--- src/rtl/button_conditioner_if.sv ---
// Push-button conditioner bus: raw button inputs plus debounced levels and
// one-cycle increment/decrement requests for the duty-cycle stage.
interface button_conditioner_if;
    logic button_up;
    logic button_down;
    logic up_level;
    logic down_level;
    logic up_pulse;
    logic down_pulse;

    // Side that drives the buttons and consumes the conditioned outputs
    modport master (
        output button_up,
        output button_down,
        input  up_level,
        input  down_level,
        input  up_pulse,
        input  down_pulse
    );

    // Conditioner side
    modport slave (
        input  button_up,
        input  button_down,
        output up_level,
        output down_level,
        output up_pulse,
        output down_pulse
    );
endinterface

--- src/rtl/button_conditioner.sv ---
// Two-button conditioner: 2-flop synchronizer, 24-bit debounce and a
// press/auto-repeat pulse generator per button, with up/down conflict masking.
// Optional feature macro: BTN_AUTOREPEAT_EN enables the DELAY/REPEAT
// auto-repeat states and timer; without it each press emits exactly one pulse.
module button_conditioner #(
    parameter int unsigned DEBOUNCE_CYCLES = 120000,
    parameter int unsigned REPEAT_DELAY    = 6000000,
    parameter int unsigned REPEAT_PERIOD   = 1200000
) (
    input  logic                       clk,
    input  logic                       rst_n,
    button_conditioner_if.slave        bus
);
    localparam int unsigned     CNT_W   = 24;
    localparam int unsigned     N_BTN   = 2;
    localparam logic [CNT_W-1:0] DB_LAST = CNT_W'(DEBOUNCE_CYCLES - 1);

    // Reject configurations outside the legal counter range at elaboration
    if (DEBOUNCE_CYCLES < 2 || DEBOUNCE_CYCLES > 24'hFF_FFFF ||
        REPEAT_DELAY < 2 || REPEAT_DELAY > 24'hFF_FFFF ||
        REPEAT_PERIOD < 2 || REPEAT_PERIOD > 24'hFF_FFFF) begin : g_bad_cfg
        $error("button_conditioner: parameter out of range 2..2^24-1");
    end

`ifdef BTN_AUTOREPEAT_EN
    localparam logic [CNT_W-1:0] RD_LAST = CNT_W'(REPEAT_DELAY - 1);
    localparam logic [CNT_W-1:0] RP_LAST = CNT_W'(REPEAT_PERIOD - 1);

    typedef enum logic [1:0] {
        ST_IDLE   = 2'd0,
        ST_DELAY  = 2'd1,
        ST_REPEAT = 2'd2
    } state_e;
`endif

    logic [N_BTN-1:0] btn_raw;
    logic [N_BTN-1:0] level_c;
    logic [N_BTN-1:0] emit_c;
    logic             conflict_c;
    logic             rst_ok_q;

    logic up_level_q;
    logic down_level_q;
    logic up_pulse_q;
    logic down_pulse_q;

    assign btn_raw = {bus.button_down, bus.button_up};

    // Reset release: state is held cleared until the edge after this flop sets
    always_ff @(posedge clk or negedge rst_n) begin
        if (!rst_n) begin
            rst_ok_q <= 1'b0;
        end else begin
            rst_ok_q <= 1'b1;
        end
    end

    for (genvar i = 0; i < N_BTN; i++) begin : g_btn
        logic             sync1_q;
        logic             sync2_q;
        logic [CNT_W-1:0] cnt_q;
        logic [CNT_W-1:0] cnt_d;
        logic             level_q;
        logic             level_d;
        logic             level_prev_q;
        logic             rise_c;

        // Debounce next state: count while input disagrees, flip on the last count
        always_comb begin
            cnt_d   = '0;
            level_d = level_q;
            if (sync2_q != level_q) begin
                if (cnt_q == DB_LAST) begin
                    level_d = ~level_q;
                end else begin
                    cnt_d = cnt_q + CNT_W'(1);
                end
            end
        end

        // Synchronizer, debounce counter and edge-detect history
        always_ff @(posedge clk or negedge rst_n) begin
            if (!rst_n) begin
                sync1_q      <= 1'b0;
                sync2_q      <= 1'b0;
                cnt_q        <= '0;
                level_q      <= 1'b0;
                level_prev_q <= 1'b0;
            end else if (!rst_ok_q) begin
                sync1_q      <= 1'b0;
                sync2_q      <= 1'b0;
                cnt_q        <= '0;
                level_q      <= 1'b0;
                level_prev_q <= 1'b0;
            end else begin
                sync1_q      <= btn_raw[i];
                sync2_q      <= sync1_q;
                cnt_q        <= cnt_d;
                level_q      <= level_d;
                level_prev_q <= level_q;
            end
        end

        assign rise_c     = level_q & ~level_prev_q;
        assign level_c[i] = level_q;

`ifdef BTN_AUTOREPEAT_EN
        state_e           state_q;
        logic [CNT_W-1:0] timer_q;
        logic             fall_c;
        logic             delay_hit_c;
        logic             period_hit_c;

        assign fall_c       = ~level_q & level_prev_q;
        assign delay_hit_c  = (state_q == ST_DELAY)  && (timer_q == RD_LAST);
        assign period_hit_c = (state_q == ST_REPEAT) && (timer_q == RP_LAST);
        // Release always wins over a timer expiry landing on the same cycle
        assign emit_c[i]    = ((state_q == ST_IDLE) && rise_c) ||
                              (!fall_c && (delay_hit_c || period_hit_c));

        // Press / initial-delay / auto-repeat sequencer
        always_ff @(posedge clk or negedge rst_n) begin
            if (!rst_n) begin
                state_q <= ST_IDLE;
                timer_q <= '0;
            end else if (!rst_ok_q || fall_c) begin
                state_q <= ST_IDLE;
                timer_q <= '0;
            end else begin
                case (state_q)
                    ST_IDLE: begin
                        if (rise_c) begin
                            state_q <= ST_DELAY;
                            timer_q <= '0;
                        end
                    end
                    ST_DELAY: begin
                        if (timer_q == RD_LAST) begin
                            state_q <= ST_REPEAT;
                            timer_q <= '0;
                        end else begin
                            timer_q <= timer_q + CNT_W'(1);
                        end
                    end
                    ST_REPEAT: begin
                        if (timer_q == RP_LAST) begin
                            timer_q <= '0;
                        end else begin
                            timer_q <= timer_q + CNT_W'(1);
                        end
                    end
                    default: begin
                        state_q <= ST_IDLE;
                        timer_q <= '0;
                    end
                endcase
            end
        end
`else
        // Single pulse per debounced press
        assign emit_c[i] = rise_c;
`endif
    end

    assign conflict_c = level_c[0] & level_c[1];

    // Registered outputs; pulses are dropped (not queued) while both buttons are held
    always_ff @(posedge clk or negedge rst_n) begin
        if (!rst_n) begin
            up_level_q   <= 1'b0;
            down_level_q <= 1'b0;
            up_pulse_q   <= 1'b0;
            down_pulse_q <= 1'b0;
        end else if (!rst_ok_q) begin
            up_level_q   <= 1'b0;
            down_level_q <= 1'b0;
            up_pulse_q   <= 1'b0;
            down_pulse_q <= 1'b0;
        end else begin
            up_level_q   <= level_c[0];
            down_level_q <= level_c[1];
            up_pulse_q   <= emit_c[0] & ~conflict_c;
            down_pulse_q <= emit_c[1] & ~conflict_c;
        end
    end

    assign bus.up_level   = up_level_q;
    assign bus.down_level = down_level_q;
    assign bus.up_pulse   = up_pulse_q;
    assign bus.down_pulse = down_pulse_q;
endmodule

--- src/flat_wrapper.sv ---
// flat-port wrapper written by rule: the top's interface ports become plain ports
module button_conditioner_flat 
#(
    parameter int unsigned DEBOUNCE_CYCLES = 120000,
    parameter int unsigned REPEAT_DELAY    = 6000000,
    parameter int unsigned REPEAT_PERIOD   = 1200000
)
  (clk, rst_n, bus_button_up, bus_button_down, bus_up_level, bus_down_level, bus_up_pulse, bus_down_pulse);
  button_conditioner_if bus_i ();
  input  logic clk;
  input  logic rst_n;
  input wire logic [$bits(bus_i.button_up)-1:0] bus_button_up;
  input wire logic [$bits(bus_i.button_down)-1:0] bus_button_down;
  output wire logic [$bits(bus_i.up_level)-1:0] bus_up_level;
  output wire logic [$bits(bus_i.down_level)-1:0] bus_down_level;
  output wire logic [$bits(bus_i.up_pulse)-1:0] bus_up_pulse;
  output wire logic [$bits(bus_i.down_pulse)-1:0] bus_down_pulse;
  assign bus_i.button_up = bus_button_up;
  assign bus_i.button_down = bus_button_down;
  assign bus_up_level = bus_i.up_level;
  assign bus_down_level = bus_i.down_level;
  assign bus_up_pulse = bus_i.up_pulse;
  assign bus_down_pulse = bus_i.down_pulse;
  button_conditioner #(.DEBOUNCE_CYCLES(DEBOUNCE_CYCLES), .REPEAT_DELAY(REPEAT_DELAY), .REPEAT_PERIOD(REPEAT_PERIOD)) u_core (.clk(clk), .rst_n(rst_n), .bus(bus_i));
endmodule
--- config.mk ---
export PLATFORM = sky130hd
export DESIGN_NAME = button_conditioner_flat
export DESIGN_NICKNAME = d
export VERILOG_FILES = /design/src/rtl/button_conditioner_if.sv /design/src/rtl/button_conditioner.sv /design/src/flat_wrapper.sv
export SDC_FILE = /design/constraint.sdc
export NUM_CORES = 1
export LEC_CHECK = 0
export BUFFER_PORTS_ARGS = -buffer_cell sky130_fd_sc_hd__buf_2
export CAP_MARGIN = 10
export CORE_MARGIN = 5
export CORE_UTILIZATION = 55
export DETAILED_ROUTE_END_ITERATION = 8
export PLACE_DENSITY = 0.85
export SETUP_SLACK_MARGIN = 0.02
export SLEW_MARGIN = 20
export SYNTH_ARGS = -nofsm -noshare
export SYNTH_HDL_FRONTEND = slang
export SYNTH_SLANG_ARGS = --single-unit
export TNS_END_PERCENT = 5
--- constraint.sdc ---
create_clock -name clk -period 1.79 [get_ports clk]
set_input_delay 0.358 -clock clk [delete_from_list [all_inputs] [get_ports clk]]
set_output_delay 0.358 -clock clk [all_outputs]
set_load 0.1 [all_outputs]
## Word level (Yosys, flattened, before mapping)

Index checks and enable logic that the tools add are counted.

- Register bits: 59
- Logic and storage cells: 55
- Input bits: 4
- Output and inout port bits: 4

- Bitwise gates (word level): 10
- $add $sub $neg: 2
- Muxes and demuxes: 20
- Reduce and logical (&&, ||, !) cells: 2
- Equality and inequality tests: 8

Operator list:

| kind | count |
|---|---|
| 2-to-1 mux 24 bit | 6 |
| adder 24 x 1 -> 24 bit (second input constant) | 2 |
| equality test 24 x 17 -> 1 bit (second input constant) | 2 |
| 2-to-1 mux 1 bit | 14 |
| != test 2 bit (second input constant) | 4 |
| AND 1 bit | 5 |
| NOT 1 bit | 5 |
| AND reduction 2 bit | 2 |
| != test 1 bit | 2 |

## Longest topological paths before layout

Gate-level depths: netlist (run 1).

- Depth after elaboration: 4
- Gate-level depth with buffers: 7
- Mapped depth without buffers: 5

## Worst setup path after synthesis (run 1)

No wires, ideal clock.

- Path kind: reg2reg
- Start: register u_core.g_btn[1].cnt_q[0]
- End: register u_core.g_btn[1].cnt_q[2]
- Arrival time: 1.803 ns
- Stages on the path, launching flop included: 7
- Library setup time: 0.121 ns
- Required time: 1.669 ns
- Setup slack: -0.134 ns
- Path through: dfrtp_1 > ha_1 > nand2_1 > or4_1 > o211ai_2 > buf_2 > nor2_1

- Word-level cells in the longest chain between the ends: 4

Ends and longest elaborated chain:

| what | line | RTL |
|---|---|---|
| start: declaration | button_conditioner.sv:61 | `logic [CNT_W-1:0] cnt_q;` |
| start signal: assignment | button_conditioner.sv:98 | `cnt_q <= cnt_d;` |
| adder 24 x 1 -> 24 bit or equality test 24 x 17 -> 1 bit (tied branches) | button_conditioner.sv:76, button_conditioner.sv:73 |  |
| 2-to-1 mux 24 bit * | button_conditioner.sv:73 | `if (cnt_q == DB_LAST) begin` |
| 2-to-1 mux 24 bit * | button_conditioner.sv:72 | `if (sync2_q != level_q) begin` |
| 2-to-1 mux 24 bit * | button_conditioner.sv:89 | `end else if (!rst_ok_q) begin` |

Every way passes the cells marked *; elsewhere a longest branch is shown, timed or not.
A chain may end at the register's enable or synchronous reset.

## Worst setup path in the final report (run 1)

- Start: register u_core.g_btn[0].cnt_q[19]
- End: register u_core.g_btn[0].level_q

- Word-level cells in the longest chain between the ends: 3

Ends and longest elaborated chain:

| what | line | RTL |
|---|---|---|
| start: declaration | button_conditioner.sv:61 |  |
| start signal: assignment | button_conditioner.sv:98 |  |
| equality test 24 x 17 -> 1 bit | button_conditioner.sv:73 |  |
| != test 2 bit (no line) | n/a |  |
| AND reduction 2 bit (no line) | n/a |  |
| end signal: assignment | button_conditioner.sv:99 | `level_q <= level_d;` |
| end: declaration | button_conditioner.sv:63 | `logic level_q;` |

No other way between the ends.

==> impl_metrics.yaml, run 1 <==
run_status:
  status: "complete, but fails checks"
  violations: "negative setup slack"
synth:
  synth_top_family_by_area: "simple AND/OR/NAND/NOR gates"
  yosys.area_share.adder: 0.00877
  syn_area_per_cell_um2: 9.84
  synth_edf_count: 0
  synthSimpleGateAreaFrac: 0.263
  synthXorXnorAreaFrac: 0.0737
  synth_nets: 296
  ys_seq_elements: 59
  synth_cell_type_count: 32
  yosysWarnings: 0
  netlist_instances: 290
  synth_area_mm2: 0.00285
  synth.area.mux_share: 0
  synth_compound_area_frac: 0.103
  ys_async_sr_fraction: 1.00
  synth_ff_type: "dfrtp_1"
  yosysSeqAreaShare: 0.517
worst_setup_path:
  required_ps: 2060
  reg2reg_depth: 4
  cp-end-kind: "register"
  cp_max_fo: 3
  crit_path_frequent_cell: "or4_4"
  startpoint_type: "register"
  r2r_start: "u_core.g_btn[0].cnt_q[19]$_DFF_PN0_"
  worstPathArrival_ps: 2250
  crit_slowest_cell: "or4_4"
  cp_cell_sequence: "or4_4, or4_4, or3_4, a21oi_2"
  rrSetupSlack_ps: -190
  timing.rr.end: "u_core.g_btn[0].level_q$_DFFE_PN0P_"
  path_delay_family: "simple AND/OR/NAND/NOR gates"
  critPathKind: "reg2reg"
  crit_cells: 4
  max_stage_delay_ps: 530
  crit_buf_inv: 0
clock_network:
  holdBufCountCts: 0
  clk_pin_slew_worst_paths_ps: 60
  h-tree-depth: 3
  cts_tree: "done"
  clockBufferDepth: 2
  clkSinkCount: 59
  clock-root-buffer: "clkbuf_8"
  cts_buffers: 9
  cts_setup_buffers: 0
  clk_latency_ps: 340
sta:
  setup_viol: 25
  fmax_mhz: 506
  tns_ps: -4330
  min_period_over_period: 1.11
  rsz0062_at_grt: "yes"
  slew_viol_final: 0
  fin_crit_ps: 1980
  clock-skew-final_ps: 8.68
  finalHoldViolCount: 0
  setup_ws_ps: -188
floorplanning:
  initial_utilization: 0.562
  die_w_um: 82.0
  rows: 26
  die_y_um: 82.0
  core_area_mm2: 0.00507
  die_area_mm2: 0.00673
  ios: 8
routing:
  vias_per_cell: 5.91
  drt-initial-drc-count: 221
  drtAntennaViolNets: 0
  drtPass1Iterations: 4
  route.detailed.drc: 0
  vias: 2363
  routedWlPerCell_um: 15.4
  wl_mm: 6.15
global_routing:
  grt_busiest_layer: "met2"
  met3_usage: 0.0515
  antenna_found_initial: 0
  use_met1: 0.266
  grt_pass1_vias: 2372
  gr-total-overflow: 0
  use_met2: 0.330
  grt_max_degree: 60
  grt_pass1_wl_mm: 10.6
  grt_usage: 0.207
finish:
  final_layout_size_suffix_gt1_frac: 0.212
  final_cell_mix: "dfrtp_1, nor2_1, buf_4"
  final_cells: 400
  final_common_cell: "dfrtp_1"
  antenna_cells: 0
  fillers: 374
  nets: 332
  synthToLayoutAreaGrowth_pct: 19.7
worst_hold_path:
  min_path_type: "in2async"
power_and_ir_drop:
  p_sw_frac: 0.219
  clockPowerShare: 0.440
  cellLeakagePower_nw: 1.41
  powerDensity_mw_per_mm2: 735
  power_frac_comb: 0.024
  p_seq_frac: 0.536
  peakVddDrop_uv: 422
  p_int_w: 0.00196
  switchingPower_w: 0.000549
job:
  maxCapViolCount: 0
place:
  dp.cells: 385
  hpwl_mm: 3.92
  routabilityCongestion: 0.850
  io_buffer_count: 7
-- cell type report --
class                           count  area, µm²  area share
Clock inverter                      2       10.0     0.00293
Timing Repair Buffer               36        290      0.0850
Inverter                            7       26.3     0.00769
Clock buffer                       13        169      0.0495
Sequential cell                    59       1480       0.433
Multi-Input combinational cell    213       1350       0.396
Tap cell                           70       87.6      0.0256
-- worst max path at each step --
| stage | from | to | slack, ps |
|---|---|---|---|
| 2_1_floorplan | u_core.g_btn[0].cnt_q[19]$_DFF_PN0_ | u_core.g_btn[0].cnt_q[16]$_DFF_PN0_ | -100 |
| 3_3_place_gp | u_core.g_btn[0].cnt_q[19]$_DFF_PN0_ | u_core.g_btn[0].level_q$_DFFE_PN0P_ | -70 |
| 3_5_place_dp | u_core.g_btn[0].cnt_q[19]$_DFF_PN0_ | u_core.g_btn[0].level_q$_DFFE_PN0P_ | -170 |
| 4_1_cts | u_core.g_btn[0].cnt_q[19]$_DFF_PN0_ | u_core.g_btn[0].level_q$_DFFE_PN0P_ | -190 |
| 5_1_grt | u_core.g_btn[0].cnt_q[19]$_DFF_PN0_ | u_core.g_btn[0].cnt_q[14]$_DFF_PN0_ | -240 |
| 6_report | u_core.g_btn[0].cnt_q[19]$_DFF_PN0_ | u_core.g_btn[0].level_q$_DFFE_PN0P_ | -190 |
-- registers in the layout (all words and copies together), names as in the netlist --
name	count
u_core.g_btn.level_prev_q	2
u_core.bus.up_pulse	1
u_core.g_btn.sync1_q	2
u_core.g_btn.level_q	2
u_core.bus.down_pulse	1
u_core.g_btn.sync2_q	2
u_core.rst_ok_q	1
u_core.g_btn.cnt_q	48
-- repair_timing --
item	4_1_cts	5_1_grt
endpoints found under the hold margin	0	0
pin swaps	4	2
endpoints found under the setup margin	50	50
resized for setup	3	11
-- layer usage --
| layer | share of wire | vias to the layer above |
|---|---|---|
| met5 | 0 | - |
| li1 | - | 1119 |
| met2 | 0.49 | 70 |
| met3 | 0.047 | 18 |
| met1 | 0.44 | 1156 |
| met4 | 0.030 | 0 |
-- cell usage after synthesis, types with 3 or more instances --
cell type	n	share of area
dfrtp_1	59	0.52
nor2_1	27	0.036
a21oi_1	24	0.042
nand3_1	20	0.035
nand2_1	17	0.022
xor2_1	17	0.052
o21ai_0	16	0.028
or3_1	16	0.035
nand4_1	14	0.031
or4_1	10	0.026
o31ai_1	8	0.021
and2_1	7	0.015
inv_1	7	0.0092
xnor2_1	7	0.021
and3_1	6	0.013
and4_1	5	0.015
buf_2	5	0.0088
nor4_1	4	0.0088
clkbuf_1	3	0.0039
nor3_1	3	0.0053
-- worst register-to-register path: stages (launching register included) --
cell and delay (ps):
dfrtp_1 390, or4_4 530, or4_4 470, or3_4 380
a21oi_2 140
-- metrics by stage --
stage | setup WS [ps] | util | power, W | hold slack [ps] | instance area, µm²
2_1_floorplan | -105 | - | 0.00139 | 62.4 | 2880
3_3_place_gp | -74.1 | 0.627 | 0.00143 | 381 | 3180
3_5_place_dp | -168 | 0.627 | 0.00143 | 384 | 3180
4_1_cts | -187 | 0.665 | 0.00252 | 23.4 | 3380
5_1_grt | -239 | 0.673 | 0.00259 | 31.0 | 3420
6_report | -188 | 0.673 | 0.00251 | 14.9 | 3420
-- logic make-up after synthesis --
family / count (synthesis)
AOI/OAI and AO/OA: 50
DFF: 59
xor gates and xnor gates: 24
adders and majority gates: 2
and+or+nand+nor: 136
other: 1
buffers and inverters: 18
-- power groups by stage --
stage                     sequential [W]  clock [W]  combinational, W
final                            0.00135    0.00110         0.0000596
after global routing             0.00135    0.00117         0.0000675
after CTS                        0.00135    0.00111         0.0000607
after detailed placement         0.00137          0         0.0000603
after global placement           0.00137          0         0.0000592
after floorplan                  0.00137          0         0.0000189
Note: power is estimated with default switching activity, not from simulation.
==> run 2: changes to the inputs <==
- CORE_MARGIN: 5 -> 2
==> impl_metrics.yaml, run 2 (synthesis gave the netlist of run 1 again) <==
run_status:
  status: "complete, but fails checks"
  violations: "negative setup slack"
floorplanning:
  rows: 26
  die_y_um: 76.0
  ios: 8
  initial_utilization: 0.566
  die_w_um: 76.0
  die_area_mm2: 0.00578
  core_area_mm2: 0.00504
clock_network:
  cts_setup_buffers: 0
  clock-root-buffer: "clkbuf_8"
  h-tree-depth: 3
  clkSinkCount: 59
  clk_latency_ps: 340
  clockBufferDepth: 2
  cts_tree: "done"
  clk_pin_slew_worst_paths_ps: 70
  cts_buffers: 9
routing:
  vias: 2343
  wl_mm: 5.92
  drtPass1Iterations: 4
  vias_per_cell: 5.81
  drt-initial-drc-count: 244
  drtAntennaViolNets: 0
  route.detailed.drc: 0
  routedWlPerCell_um: 14.7
finish:
  nets: 334
  fillers: 376
  regMostFlops: "u_core.g_btn.cnt_q"
  final_layout_size_suffix_gt1_frac: 0.195
  final_cell_mix: "dfrtp_1, buf_4, nor2_1"
  fin_util: 0.679
  largest_reg_flops: 48
  synthToLayoutAreaGrowth_pct: 20.0
  antenna_cells: 0
  final_common_cell: "dfrtp_1"
power_and_ir_drop:
  cellLeakagePower_nw: 1.43
  powerDensity_mw_per_mm2: 782
  p_int_w: 0.00211
  p_sw_frac: 0.213
  p_seq_frac: 0.503
  power_frac_comb: 0.022
  peakVddDrop_uv: 577
  clockPowerShare: 0.475
  total_power_w: 0.00268
  switchingPower_w: 0.000569
global_routing:
  antenna_found_initial: 0
  grt_busiest_layer: "met2"
  grt_pass1_wl_mm: 10.1
  grt_usage: 0.217
  use_met2: 0.357
  grt_max_degree: 60
  use_met1: 0.279
  met3_usage: 0.0355
  grt_pass1_vias: 2272
  gr-total-overflow: 0
sta:
  clock-skew-final_ps: 7.67
  fin_crit_ps: 1980
  min_period_over_period: 1.11
  setup_viol: 25
  setup_ws_ps: -189
  finalHoldViolCount: 0
  fmax_mhz: 505
  rsz0062_at_grt: "yes"
  tns_ps: -3700
  slew_viol_final: 0
place:
  io_buffer_count: 7
  dp_slack_ps: -159
  routabilityCongestion: 0.847
  hpwl_mm: 3.82
worst_setup_path:
  rrSetupSlack_ps: -190
  startpoint_type: "register"
  cp-end-kind: "register"
  cp_max_fo: 3
  critPathKind: "reg2reg"
  required_ps: 2060
  worstPathArrival_ps: 2250
worst_hold_path:
  min_path_type: "in2async"
job:
  maxCapViolCount: 0
run 2: changes by cell type in the layout (fill, tap and decap cells not counted), sizes merged:
cell / delta
clkbuf: -1
buf: +2
bufinv: +1
clkinvlp: +1
run 2: layout make-up:
cell class,count,area (µm²),share of cell area
clock buffer,12,165,0.0482
clock inverter,4,47.5,0.0139
inverter,7,26.3,0.00767
multi-input combinational,213,1320,0.385
sequential,59,1480,0.431
tap,70,87.6,0.0256
timing repair buffer,38,305,0.0891
run 2: power groups by stage:
stage	Sequential, W	Combinational (W)	Clock, W
floorplan	0.00137	0.0000189	0
global placement	0.00137	0.0000601	0
detailed placement	0.00137	0.0000609	0
CTS	0.00135	0.0000612	0.00130
global route	0.00135	0.0000681	0.00135
finish	0.00135	0.0000593	0.00127
run 2: critical path: stages (launching register included):
cell and delay (ps):
dfrtp_1 380, or4_1 530, or4_4 460, or3_1 380
a21oi_1 150
run 2: metrics by stage:
step / cell area, µm² / cells / hold WS (ps)
final: 3430 / 403 / 13.5
after global routing: 3430 / 403 / 54.7
after CTS: 3410 / 403 / 15.8
after detailed placement: 3200 / 387 / 385
after global placement: 3200 / 387 / 380
after floorplan: 2880 / 290 / 62.4
run 2: repair_timing:
item,4_1_cts,5_1_grt
endpoints found under the setup margin,29,50
gates resized for setup,1,3
pin swaps,1,2
hold buffers,0,0
run 2: path summary, 6_finish.rpt:
path / from / endpoint / cells after the start
worst max-delay path: u_core.g_btn[0].cnt_q[19]$_DFF_PN0_ / u_core.g_btn[0].level_q$_DFFE_PN0P_ / 4
max in group asynchronous: rst_n / u_core.g_btn[0].cnt_q[9]$_DFF_PN0_ / 2
worst min register to register: u_core.g_btn[1].level_prev_q$_DFF_PN0_ / u_core.bus.down_pulse$_DFF_PN0_ / 1
worst max register to register: u_core.g_btn[0].cnt_q[19]$_DFF_PN0_ / u_core.g_btn[0].level_q$_DFFE_PN0P_ / 4
worst min-delay path: rst_n / u_core.g_btn[1].cnt_q[4]$_DFF_PN0_ / 2
min in group clk: bus_button_up / u_core.g_btn[0].sync1_q$_DFF_PN0_ / 2
run 2: metal layers:
| metal | up-vias | part of all wire |
|---|---|---|
| li1 | 1124 | - |
| met1 | 1158 | 0.46 |
| met2 | 54 | 0.49 |
| met3 | 7 | 0.044 |
| met4 | 0 | 0.014 |
| met5 | - | 0 |
